[src/rtl/mem_ctrl_pkg.sv]
// Shared types and constants for the memory access controller.
package mem_ctrl_pkg;

    localparam int DEF_ADDR_W   = 32;
    localparam int DEF_DATA_W   = 64;
    localparam int HALF_SEL_BIT = 2;

    localparam logic SIZE_32 = 1'b0;
    localparam logic SIZE_64 = 1'b1;

    typedef enum logic [1:0] {
        ST_IDLE  = 2'd0,
        ST_READ  = 2'd1,
        ST_WRITE = 2'd2,
        ST_RESP  = 2'd3
    } state_e;

    // Insert a 32-bit word into the doubleword half chosen by 'half'.
    function automatic logic [63:0] merge_word(input logic [63:0] dword,
                                               input logic [31:0] word,
                                               input logic        half);
        logic [63:0] res;
        res = dword;
        if (half) begin
            res[63:32] = word;
        end else begin
            res[31:0] = word;
        end
        return res;
    endfunction

endpackage

[src/rtl/mem_wait_timer.sv]
// Phase timer: loadable down-counter. A start pulse loads WAIT_CYCLES;
// phase_done is high in the last cycle of the phase, i.e. after
// WAIT_CYCLES+1 cycles. A new start reloads it even while active.
module mem_wait_timer #(
    parameter int WAIT_CYCLES = 1
) (
    input  logic clk,
    input  logic rst,
    input  logic start,
    output logic phase_done
);

    localparam int CNT_W = (WAIT_CYCLES > 0) ? $clog2(WAIT_CYCLES + 1) : 1;
    localparam logic [CNT_W-1:0] LOAD_VAL = CNT_W'(WAIT_CYCLES);

    logic [CNT_W-1:0] cnt_q, cnt_d;
    logic             active_q, active_d;

    // Next-count: reload on start, count down while active, stop at zero.
    always_comb begin
        cnt_d    = cnt_q;
        active_d = active_q;
        if (start) begin
            cnt_d    = LOAD_VAL;
            active_d = 1'b1;
        end else if (active_q) begin
            if (cnt_q == '0) begin
                active_d = 1'b0;
            end else begin
                cnt_d = cnt_q - CNT_W'(1);
            end
        end
    end

    // Counter registers.
    always_ff @(posedge clk or posedge rst) begin
        if (rst) begin
            cnt_q    <= '0;
            active_q <= 1'b0;
        end else begin
            cnt_q    <= cnt_d;
            active_q <= active_d;
        end
    end

    assign phase_done = active_q && (cnt_q == '0);

endmodule

[src/rtl/mem_access_ctrl.sv]
// Memory access controller: turns single load/store requests into
// cs/oe/we phases on a 64-bit memory port. 32-bit stores are done as
// read-modify-write. Optional alignment checking is enabled by defining
// MEM_CTRL_ALIGN_CHECK_EN; without it error is tied low and the low
// address bits are ignored.
//
// state    | meaning
// ---------+------------------------------------------------------
// ST_IDLE  | waiting for a request
// ST_READ  | cs+oe held for WAIT_CYCLES+1 cycles, data sampled at end
// ST_WRITE | cs+we held for WAIT_CYCLES+1 cycles, wdata stable
// ST_RESP  | one-cycle valid pulse, no acceptance this cycle
module mem_access_ctrl
    import mem_ctrl_pkg::*;
#(
    parameter int ADDR_W      = DEF_ADDR_W,
    parameter int DATA_W      = DEF_DATA_W,
    parameter int WAIT_CYCLES = 1
) (
    input  logic              clk,
    input  logic              rst,
    input  logic              req_valid,
    input  logic              req_we,
    input  logic              req_size,
    input  logic [ADDR_W-1:0] req_addr,
    input  logic [DATA_W-1:0] req_wdata,
    output logic              busy,
    output logic              valid,
    output logic              error,
    output logic [DATA_W-1:0] rdata,
    output logic              mem_cs,
    output logic              mem_oe,
    output logic              mem_we,
    output logic [ADDR_W-1:0] mem_addr,
    output logic [DATA_W-1:0] mem_wdata,
    input  logic [DATA_W-1:0] mem_rdata
);

    state_e            state_q, state_d;
    logic              size_q, size_d;
    logic              we_q, we_d;
    logic              half_q, half_d;
    logic              busy_q, busy_d;
    logic              valid_q, valid_d;
    logic              mem_cs_q, mem_cs_d;
    logic              mem_oe_q, mem_oe_d;
    logic              mem_we_q, mem_we_d;
    logic [ADDR_W-1:0] mem_addr_q, mem_addr_d;
    logic [DATA_W-1:0] mem_wdata_q, mem_wdata_d;
    logic [DATA_W-1:0] rdata_q, rdata_d;
    logic [31:0]       sel_word;
    logic              misaligned;
    logic              phase_start;
    logic              phase_done;

`ifdef MEM_CTRL_ALIGN_CHECK_EN
    logic error_q, error_d;

    assign misaligned = (req_size == SIZE_32) ? (req_addr[1:0] != 2'b00)
                                              : (req_addr[2:0] != 3'b000);
    assign error      = error_q;
`else
    logic unused_addr_lo;

    assign misaligned     = 1'b0;
    assign unused_addr_lo = ^req_addr[1:0];
    assign error          = 1'b0;
`endif

    assign sel_word = half_q ? mem_rdata[63:32] : mem_rdata[31:0];

    mem_wait_timer #(
        .WAIT_CYCLES (WAIT_CYCLES)
    ) u_wait_timer (
        .clk        (clk),
        .rst        (rst),
        .start      (phase_start),
        .phase_done (phase_done)
    );

    // Next-state, datapath and output decode; outputs follow state_d so
    // they are registered together with the state.
    always_comb begin
        state_d     = state_q;
        size_d      = size_q;
        we_d        = we_q;
        half_d      = half_q;
        mem_addr_d  = mem_addr_q;
        mem_wdata_d = mem_wdata_q;
        rdata_d     = rdata_q;
        phase_start = 1'b0;
`ifdef MEM_CTRL_ALIGN_CHECK_EN
        error_d     = 1'b0;
`endif
        case (state_q)
            ST_IDLE: begin
                if (req_valid) begin
                    size_d = req_size;
                    we_d   = req_we;
                    half_d = req_addr[HALF_SEL_BIT];
                    if (misaligned) begin
                        state_d = ST_RESP;
`ifdef MEM_CTRL_ALIGN_CHECK_EN
                        error_d = 1'b1;
`endif
                    end else begin
                        mem_addr_d  = {3'b000, req_addr[ADDR_W-1:3]};
                        mem_wdata_d = req_wdata;
                        phase_start = 1'b1;
                        if (req_we && (req_size == SIZE_64)) begin
                            state_d = ST_WRITE;
                        end else begin
                            state_d = ST_READ;
                        end
                    end
                end
            end
            ST_READ: begin
                if (phase_done) begin
                    if (!we_q) begin
                        state_d = ST_RESP;
                        if (size_q == SIZE_64) begin
                            rdata_d = mem_rdata;
                        end else begin
                            rdata_d = {{(DATA_W-32){1'b0}}, sel_word};
                        end
                    end else begin
                        // Only 32-bit stores read first: splice in the new word.
                        state_d     = ST_WRITE;
                        phase_start = 1'b1;
                        mem_wdata_d = merge_word(mem_rdata, mem_wdata_q[31:0], half_q);
                    end
                end
            end
            ST_WRITE: begin
                if (phase_done) begin
                    state_d = ST_RESP;
                end
            end
            ST_RESP: begin
                state_d = ST_IDLE;
            end
            default: begin
                state_d = ST_IDLE;
            end
        endcase

        busy_d   = (state_d == ST_READ) || (state_d == ST_WRITE);
        mem_cs_d = busy_d;
        mem_oe_d = (state_d == ST_READ);
        mem_we_d = (state_d == ST_WRITE);
        valid_d  = (state_d == ST_RESP);
    end

    // FSM and registered outputs.
    always_ff @(posedge clk or posedge rst) begin
        if (rst) begin
            state_q     <= ST_IDLE;
            size_q      <= SIZE_32;
            we_q        <= 1'b0;
            half_q      <= 1'b0;
            busy_q      <= 1'b0;
            valid_q     <= 1'b0;
            mem_cs_q    <= 1'b0;
            mem_oe_q    <= 1'b0;
            mem_we_q    <= 1'b0;
            mem_addr_q  <= '0;
            mem_wdata_q <= '0;
            rdata_q     <= '0;
`ifdef MEM_CTRL_ALIGN_CHECK_EN
            error_q     <= 1'b0;
`endif
        end else begin
            state_q     <= state_d;
            size_q      <= size_d;
            we_q        <= we_d;
            half_q      <= half_d;
            busy_q      <= busy_d;
            valid_q     <= valid_d;
            mem_cs_q    <= mem_cs_d;
            mem_oe_q    <= mem_oe_d;
            mem_we_q    <= mem_we_d;
            mem_addr_q  <= mem_addr_d;
            mem_wdata_q <= mem_wdata_d;
            rdata_q     <= rdata_d;
`ifdef MEM_CTRL_ALIGN_CHECK_EN
            error_q     <= error_d;
`endif
        end
    end

    assign busy      = busy_q;
    assign valid     = valid_q;
    assign rdata     = rdata_q;
    assign mem_cs    = mem_cs_q;
    assign mem_oe    = mem_oe_q;
    assign mem_we    = mem_we_q;
    assign mem_addr  = mem_addr_q;
    assign mem_wdata = mem_wdata_q;

endmodule

[config.mk]
export PLATFORM = sky130hd
export DESIGN_NAME = mem_access_ctrl
export DESIGN_NICKNAME = d
export VERILOG_FILES = /design/src/rtl/mem_ctrl_pkg.sv /design/src/rtl/mem_wait_timer.sv /design/src/rtl/mem_access_ctrl.sv
export SDC_FILE = /design/constraint.sdc
export NUM_CORES = 1
export LEC_CHECK = 0
export BUFFER_PORTS_ARGS = -buffer_cell sky130_fd_sc_hd__buf_4
export CORE_MARGIN = 4
export CORE_UTILIZATION = 30
export DETAILED_ROUTE_END_ITERATION = 7
export SYNTH_ARGS = -nofsm -noshare
export SYNTH_HDL_FRONTEND = slang
export SYNTH_SLANG_ARGS = --single-unit
[constraint.sdc]
create_clock -name clk -period 7.5 [get_ports clk]
set_clock_uncertainty 0.05 [all_clocks]
set_input_delay 1.5 -clock clk [delete_from_list [all_inputs] [get_ports clk]]
set_output_delay 1.5 -clock clk [all_outputs]
set_load 0.1 [all_outputs]
==> qor.yml, run 1 <==
synthesis:
  avgSynthCellArea_um2: 12.95
  synth_most_common_cell: "mux2_2"
  synthTopCellsByCount: "178 x mux2_2, 168 x dfrtp_1, 38 x inv_1"
  netlist_area_um2: 8273
  synth_cell_types: 31
  netlist_instances: 639
  synthArstFlopShare_pct: 100.0
  synthTopCellsByArea: "dfrtp_1 51%, mux2_2 24%, or4bb_1 4.1%"
  yosysTopAreaCellShare_pct: 50.82
  yosys_warnings: 0
  ys_dominant_reg_cell: "dfrtp_1"
  synth-seq-cells: 168
  synth-edff-count: 0
  synth_area_leader_cell: "dfrtp_1"
  yosysSeqAreaShare_pct: 50.82
critical_path:
  end_kind: "flop"
  critPathArrivalTime_ps: 3500
  required_ps: 7750
  crit_slowest_cell: "dfrtp_2"
  critPathMaxStageDelay_ps: 1020
  path_cells: "nor2b_4, buf_4, mux2_2, mux2_2"
  cp_common_cell: "mux2_2"
  worstPathMaxFanout: 42
  cp-start-kind: "flop"
  critical_path_class: "reg2reg"
die:
  placementRows: 60
  coreArea_um2: 27030
  io-pin-count: 331
  die_x_um: 174.1
  die-area_um2: 30300
  start_util_pct: 30.61
  die_y_um: 174.1
drt:
  via_count: 6330
  routedWlPerCell_um: 20.98
  ant_nets: 0
  firstDrtPassIters: 4
  drt_iter0_drc: 319
  vias_per_cell: 4.892
  drc_errors: 0
  wirelength_um: 27140
clock_tree:
  cts_made_buffers: 17
  cts_tree: "yes"
  ctsResizeCount: 0
  cts.sinks: 168
  cts-root-buf: "clkbuf_16"
  clk_pin_slew_ps: 70
  postCtsSetupBuffers: 0
  clock_latency_ps: 430
  htreeDepth: 4
  cts_hold_buf: 0
  ctsLongestPathBuffers: 2
placed_design:
  post-dp-hpwl_um: 18270
  gp_congestion: 0.7605
  numPortBuffers: 324
timing:
  maxSlewViolCount: 0
  slew_headroom_pct: 33.44
  max_freq_mhz: 307.9
  fin_setup_tns_ps: 0
  fin_crit_sh_pct: 43.30
  period_needed_ps: 3248
  rsz0062_at_grt: "no"
  setup_viol: 0
  worst_slew_pin_slew_ps: 998.4
  hold_viol_final: 0
global_route:
  grt_max_degree: 97
  grt_antenna_before_repair: 0
  globalRoute.totalOverflow: 0
  grt_pass1_wl_um: 41290
  track_usage_pct: 17.45
  grt_pass1_vias: 6842
worst_hold_path:
  hold_path_class: "reg2reg"
finish:
  antenna_cells: 0
  regArea_um2: 4209
  drive_above_1_share_pct: 58.13
  area_delta_synth_final_pct: 39.37
  n_fill_cell: 2567
  nNetsFinal: 1108
  multi_input_area_um2: 3638
flow_run:
  cap_violations: 0
outcome:
  status: "complete, no violations"
[sequential cells by signal, indices dropped and copies added, names as in the netlist]
register / cells
mem_wdata: 64
rdata: 64
mem_addr: 29
state_q: 2
half_q: 1
mem_cs: 1
mem_oe: 1
mem_we: 1
size_q: 1
u_wait_timer.active_q: 1
u_wait_timer.cnt_q: 1
valid: 1
we_q: 1
[layout by cell type (no fill, tap or decap), types with 3 or more instances in the layout]
| cell | netlist | layout |
|---|---|---|
| clkbuf_16 | 0 | 17 |
| ha_1 | 3 | 3 |
| mux2i_1 | 32 | 32 |
| inv_1 | 38 | 37 |
| o21ai_0 | 34 | 34 |
| a2bb2oi_1 | 32 | 32 |
| mux2_1 | 12 | 12 |
| clkinv_4 | 0 | 3 |
| buf_4 | 16 | 334 |
| dfrtp_1 | 168 | 164 |
| nand2_1 | 35 | 35 |
| mux2_2 | 178 | 178 |
| or4bb_1 | 30 | 30 |
| inv_6 | 0 | 6 |
| conb_1 | 1 | 4 |
| dfrtp_2 | 0 | 4 |
[routing by layer]
layer	global-route usage [%]	vias to the layer above	share of wire, %
met5	0	-	0
met4	5.279	0	1.8
met3	4.589	29	6.4
met2	28.26	241	47
met1	23.01	3185	44
li1	-	2875	-
[path summary, 6_finish.rpt]
| check | from | endpoint | slack [ps] | cells past startpoint |
|---|---|---|---|---|
| min in group asynchronous | rst | mem_addr[14]$_DFFE_PP0P_ | 1160 | 2 |
| setup reg to reg | state_q[0]$_DFF_PP0_ | mem_wdata[33]$_DFFE_PP0P_ | 4250 | 4 |
| hold / removal | rdata[31]$_DFFE_PP0P_ | rdata[31]$_DFFE_PP0P_ | 460 | 1 |
| setup / recovery | state_q[0]$_DFF_PP0_ | mem_wdata[33]$_DFFE_PP0P_ | 4250 | 4 |
| max in group asynchronous | rst | rdata[33]$_DFFE_PP0P_ | 4580 | 3 |
| hold reg to reg | rdata[31]$_DFFE_PP0P_ | rdata[31]$_DFFE_PP0P_ | 460 | 1 |
[worst max-delay path, delay by kind of cell, from the launching register on]
family        cells  cell delay, ps
mux               2             650
flops             1            1020
simple gates      1             790
buf+inv           1             560
[cells by family (layout without fill, tap and decap cells)]
logic type,Yosys count,in the layout,synth area share (%)
muxes,222,222,29.73
DFF,168,168,50.82
buffers and inverters,93,404,5.868
AOI/OAI and AO/OA,76,76,6.382
and+or+nand+nor,76,76,6.700
adders and majority gates,3,3,0.4538
other,1,4,0.04533
[area by class of cell]
class	count	area share, %
clock buffer	19	3.842
clock inverter	13	1.367
multi-input combinational	381	31.56
tap	341	3.700
inverter	38	1.281
timing repair buffer	334	21.75
sequential	168	36.51
[per-stage QoR]
stage          cells  hold WS, ps  utilization (%)  setup slack, ps  area, um2
4_1_cts         1294        462.2            42.66             4261      11530
5_1_grt         1294        478.4            42.66             4118      11530
2_1_floorplan    642        443.2                -             1403       8284
6_report        1294        459.7            42.66             4252      11530
3_3_place_gp    1262        441.3            40.44             4034      10930
3_5_place_dp    1262        446.2            40.44             4033      10930
Power of run 1 is not shown: default switching activity piles up to over one toggle a cycle in this logic, so the estimate is an artifact.
==> run 2: changes to the inputs <==
==> constraint.sdc (replaced) <==
create_clock -name clk -period 3.1 [get_ports clk]
set_clock_uncertainty 0.05 [all_clocks]
set_input_delay 0.62 -clock clk [delete_from_list [all_inputs] [get_ports clk]]
set_output_delay 0.62 -clock clk [all_outputs]
set_load 0.1 [all_outputs]
==> run 2 against run 1 <==
Net effect: sequential cell count is the same; worst setup slack got worse by 3500 ps; first-iteration DRC count fell by 1.6%; wire length is 0.11% lower; via count fell by 0.87%; fmax grew 37%; cell area rose by 0.76%; hold slack worse by 180 ps; critical path type unchanged.
==> qor.yml, run 2 (synthesis gave the netlist of run 1 again) <==
critical_path:
  end_kind: "flop"
  worstPathMaxFanout: 38  # -9.5%
  critPathMaxStageDelay_ps: 750  # -270 ps
  r2r_setup_slack_ps: 730  # -3520 ps
  crit_slowest_cell: "dfrtp_2"
  cp-startpoint: "state_q[0]$_DFF_PP0_"
  cp-start-kind: "flop"
  worstReg2RegStart: "state_q[0]$_DFF_PP0_"
  path_cells: "nand4b_1, a21oi_4, buf_4, mux2_2"
  cp_top_family: "flip-flops"
  required_ps: 3350  # -4400 ps
  critical_path_class: "reg2reg"
  critPathArrivalTime_ps: 2620  # -880 ps
  critPathBufInv: 1  # unchanged
clock_tree:
  cts-root-buf: "clkbuf_16"
  cts_made_buffers: 17  # unchanged
  cts.sinks: 168  # unchanged
  cts_tree: "yes"
  cts_hold_buf: 0  # unchanged
  ctsLongestPathBuffers: 2  # unchanged
  clock_latency_ps: 420  # about the same
  clk_pin_slew_ps: 70  # about the same
  postCtsSetupBuffers: 0  # unchanged
  htreeDepth: 4  # unchanged
  ctsResizeCount: 0  # unchanged
global_route:
  grt_antenna_before_repair: 2  # +2
  grt_pass1_wl_um: 41740  # +1.1%
  grt_pass1_vias: 6779  # -0.92%
  globalRoute.totalOverflow: 0  # unchanged
  track_usage_pct: 17.58  # +0.13 points
  grt_max_degree: 88  # -9.3%
placed_design:
  gp_congestion: 0.7688  # +1.1%
  dpl_cell_area_um2: 11040  # +0.98%
  numPortBuffers: 324  # unchanged
  post-dp-hpwl_um: 18830  # +3.1%
finish:
  nNetsFinal: 1116  # +0.72%
  layout_common_cells: "338 x buf_4, 178 x mux2_2, 165 x dfrtp_1"
  fin_area_um2: 11620  # +0.76%
  final_common_cell: "buf_4"
  drive_above_1_share_pct: 58.23  # +0.097 points
  n_fill_cell: 2565  # -0.078%
  area_delta_synth_final_pct: 40.43
timing:
  max_freq_mhz: 422.5  # +37%
  slew_headroom_pct: 54.24  # +21 points
  fin_crit_sh_pct: 76.35  # +33 points
  hold_viol_final: 0  # unchanged
  worst_slew_pin_slew_ps: 686.4  # -312.0 ps
  fin_setup_tns_ps: 0  # unchanged
  period_needed_ps: 2367  # -880.8 ps
  setup_viol: 0  # unchanged
  maxSlewViolCount: 0  # unchanged
  rsz0062_at_grt: "no"
drt:
  wirelength_um: 27110  # -0.11%
  via_count: 6275  # -0.87%
  vias_per_cell: 4.816  # -1.6%
  firstDrtPassIters: 4  # unchanged
  drc_errors: 0  # unchanged
  routedWlPerCell_um: 20.81  # -0.80%
  drt_iter0_drc: 314  # -1.6%
  ant_nets: 0  # unchanged
outcome:
  status: "complete, no violations"
die:
  start_util_pct: 30.61  # unchanged
  io-pin-count: 331  # unchanged
  die_x_um: 174.1  # unchanged
  coreArea_um2: 27030  # unchanged
  placementRows: 60  # unchanged
  die-area_um2: 30300  # unchanged
  die_y_um: 174.1  # unchanged
flow_run:
  cap_violations: 0  # unchanged
worst_hold_path:
  hold_path_class: "in2async"
run 2: cell count changes in the layout (fill, tap and decap cells not counted), sizes merged:
cell and change:
inv -4, clkinv -1, clkinvlp +4, diode +2, buf +8
run 2: cell type report:
class / count / area [um2] / area share, %
clock inverter: 12 / 142.6 / 1.228
clock buffer: 19 / 432.9 / 3.726
antenna: 2 / 5.005 / 0.04308
inverter: 38 / 146.4 / 1.260
tap: 341 / 426.7 / 3.673
multi-input combinational: 381 / 3638 / 31.32
timing repair buffer: 342 / 2618 / 22.53
sequential: 168 / 4208 / 36.22
run 2: worst reg2reg max path, stage by stage (launching register included):
cell and delay (ps):
dfrtp_2 750, nand4b_1 330, a21oi_4 210, buf_4 490, mux2_2 420
run 2: path summary, 6_finish.rpt:
path / end / cells after the start
hold / removal: mem_addr[6]$_DFFE_PP0P_ / 3
max in group asynchronous: rdata[35]$_DFFE_PP0P_ / 3
setup / recovery: mem_wdata[35]$_DFFE_PP0P_ / 4
min in group clk: half_q$_DFFE_PP0P_ / 3
setup reg to reg: mem_wdata[35]$_DFFE_PP0P_ / 4
hold reg to reg: mem_wdata[46]$_DFFE_PP0P_ / 1
run 2: through the flow:
stage / cells / hold WS, ps / worst slack, ps / util (%)
after global placement: 1270 / 441.4 / 751.4 / 40.84
after global routing: 1303 / 299.0 / 598.2 / 42.99
after detailed placement: 1270 / 446.2 / 711.7 / 40.84
final: 1303 / 280.0 / 733.0 / 42.99
after CTS: 1301 / 292.7 / 702.1 / 42.97
after floorplan: 642 / 443.2 / 289.3 / -
run 2: metal layers:
| layer | wire length, um | vias to the layer above | track usage [%] |
|---|---|---|---|
| met3 | 1785 | 22 | 5.481 |
| met5 | 0 | - | 0 |
| met1 | 11830 | 3113 | 22.38 |
| met2 | 13110 | 235 | 29.17 |
| met4 | 391 | 0 | 4.553 |
| li1 | - | 2905 | - |
Power of run 2 is left out for the same reason.
==> run 3: changes to the inputs <==
==> constraint.sdc (replaced) <==
create_clock -name clk -period 2.4 [get_ports clk]
set_clock_uncertainty 0.05 [all_clocks]
set_input_delay 0.48 -clock clk [delete_from_list [all_inputs] [get_ports clk]]
set_output_delay 0.48 -clock clk [all_outputs]
set_load 0.1 [all_outputs]
==> run 3 against run 2 <==
Net effect: die area did not move; critical path type unchanged; critical endpoint is now rdata[22]$_DFFE_PP0P_; utilization is 0.46 points higher; count of clock-buffer cells in the layout grew 1; critical path depth unchanged; highest routed layer unchanged; non-clock buffer count rose by 6; cell count is 0.38% higher.
==> qor.yml, run 3 (synthesis gave the netlist of run 1 again) <==
clock_tree:
  cts-root-buf: "clkbuf_16"
  htreeDepth: 4  # unchanged
  cts_made_buffers: 17  # unchanged
  ctsLongestPathBuffers: 2  # unchanged
  clock_latency_ps: 420  # about the same
  ctsResizeCount: 0  # unchanged
  cts.sinks: 168  # unchanged
  clk_pin_slew_ps: 70  # about the same
  cts_tree: "yes"
timing:
  maxSlewViolCount: 0  # unchanged
  rsz0062_at_grt: "no"
  slew_headroom_pct: 63.94  # +9.7 points
  setup_viol: 0  # unchanged
  hold_viol_final: 0  # unchanged
  layout_setup_ws_ps: 428.5  # -304.6 ps
  worst_slew_pin_slew_ps: 540.9  # -145.5 ps
  fin_crit_sh_pct: 82.15  # +5.8 points
  period_needed_ps: 1972  # -395.4 ps
  max_freq_mhz: 507.2  # +20%
  fin_setup_tns_ps: 0  # unchanged
global_route:
  track_usage_pct: 17.54  # -0.041 points
  grt_max_degree: 71  # -19%
  globalRoute.totalOverflow: 0  # unchanged
  grt_pass1_wl_um: 41810  # +0.18%
  grt_pass1_vias: 6982  # +3.0%
  grt_antenna_before_repair: 0  # -2
critical_path:
  critPathArrivalTime_ps: 2230  # -390 ps
  critPathMaxStageDelay_ps: 540  # -210 ps
  critical_path_class: "reg2reg"
  worstPathMaxFanout: 17  # -55%
  end_kind: "flop"
  critPathBufInv: 1  # unchanged
  path_cells: "nand3b_1, nor3_2, buf_4, mux2_2"
  cp_top_family: "flip-flops"
  cp-start-kind: "flop"
  crit_slowest_cell: "dfrtp_2"
  required_ps: 2660  # -690 ps
placed_design:
  dpl_cell_area_um2: 11150  # +1.0%
  numPortBuffers: 324  # unchanged
  dp_worst_setup_slack_ps: 385.7  # -326.1 ps
  gp_congestion: 0.7787  # +1.3%
  post-dp-hpwl_um: 19100  # +1.4%
die:
  die_y_um: 174.1  # unchanged
  placementRows: 60  # unchanged
  io-pin-count: 331  # unchanged
  coreArea_um2: 27030  # unchanged
  die-area_um2: 30300  # unchanged
  start_util_pct: 30.61  # unchanged
  die_x_um: 174.1  # unchanged
drt:
  drt_iter0_drc: 258  # -18%
  via_count: 6328  # +0.84%
  wirelength_um: 27030  # -0.31%
  vias_per_cell: 4.838  # +0.46%
  routedWlPerCell_um: 20.66  # -0.69%
  firstDrtPassIters: 4  # unchanged
  drc_errors: 0  # unchanged
  ant_nets: 0  # unchanged
finish:
  final_common_cell: "buf_4"
  drive_above_1_share_pct: 58.43  # +0.20 points
  fin_area_um2: 11740  # +1.1%
  area_delta_synth_final_pct: 41.92
  nNetsFinal: 1122  # +0.54%
  layout_common_cells: "337 x buf_4, 178 x mux2_2, 165 x dfrtp_1"
  antenna_cells: 0  # -2
worst_hold_path:
  hold_path_class: "in2reg"
outcome:
  status: "complete, no violations"
flow_run:
  cap_violations: 0  # unchanged
-- run 3: worst min-delay path, stage by stage --
cell and delay, ps:
buf_4 80, nand2_1 30, o21ai_0 50
-- run 3: metal layers --
metal	vias up	share of wire (%)	GRT usage, %
li1	2911	-	-
met5	-	0	0
met2	233	50	30.67
met3	21	6.8	5.154
met4	0	1.3	3.992
met1	3163	42	21.42
-- run 3: final cells by class --
cell class / count / area, um2
Tap cell: 341 / 426.7
Inverter: 38 / 146.4
Timing Repair Buffer: 348 / 2740
Multi-Input combinational cell: 381 / 3638
Fill cell: 2561 / 15280
Sequential cell: 168 / 4208
Clock buffer: 20 / 446.7
Clock inverter: 12 / 135.1
-- run 3: worst paths after layout --
path | start | end | slack, ps | cells after the start
worst max-delay path | state_q[0]$_DFF_PP0_ | rdata[22]$_DFFE_PP0P_ | 430 | 4
min in group asynchronous | rst | mem_addr[0]$_DFFE_PP0P_ | 470 | 3
worst min-delay path | req_addr[2] | half_q$_DFFE_PP0P_ | 220 | 3
worst min register to register | rdata[12]$_DFFE_PP0P_ | rdata[12]$_DFFE_PP0P_ | 460 | 1
worst max register to register | state_q[0]$_DFF_PP0_ | rdata[22]$_DFFE_PP0P_ | 430 | 4
max in group asynchronous | rst | half_q$_DFFE_PP0P_ | 1170 | 4
-- run 3: per-stage QoR --
step / instances / util (%) / hold WS [ps]
after floorplan: 642 / - / 443.2
after global placement: 1275 / 41.25 / 361.0
after detailed placement: 1275 / 41.25 / 365.2
after CTS: 1308 / 43.44 / 201.5
after global routing: 1308 / 43.44 / 213.2
final: 1308 / 43.44 / 222.7
-- run 3: timing repair --
item | in CTS | in global routing
hold buffers | 1 | 0
buffers inserted | 0 | 0
endpoints found under the hold margin | 3 | 0
Power of run 3 is left out for the same reason.
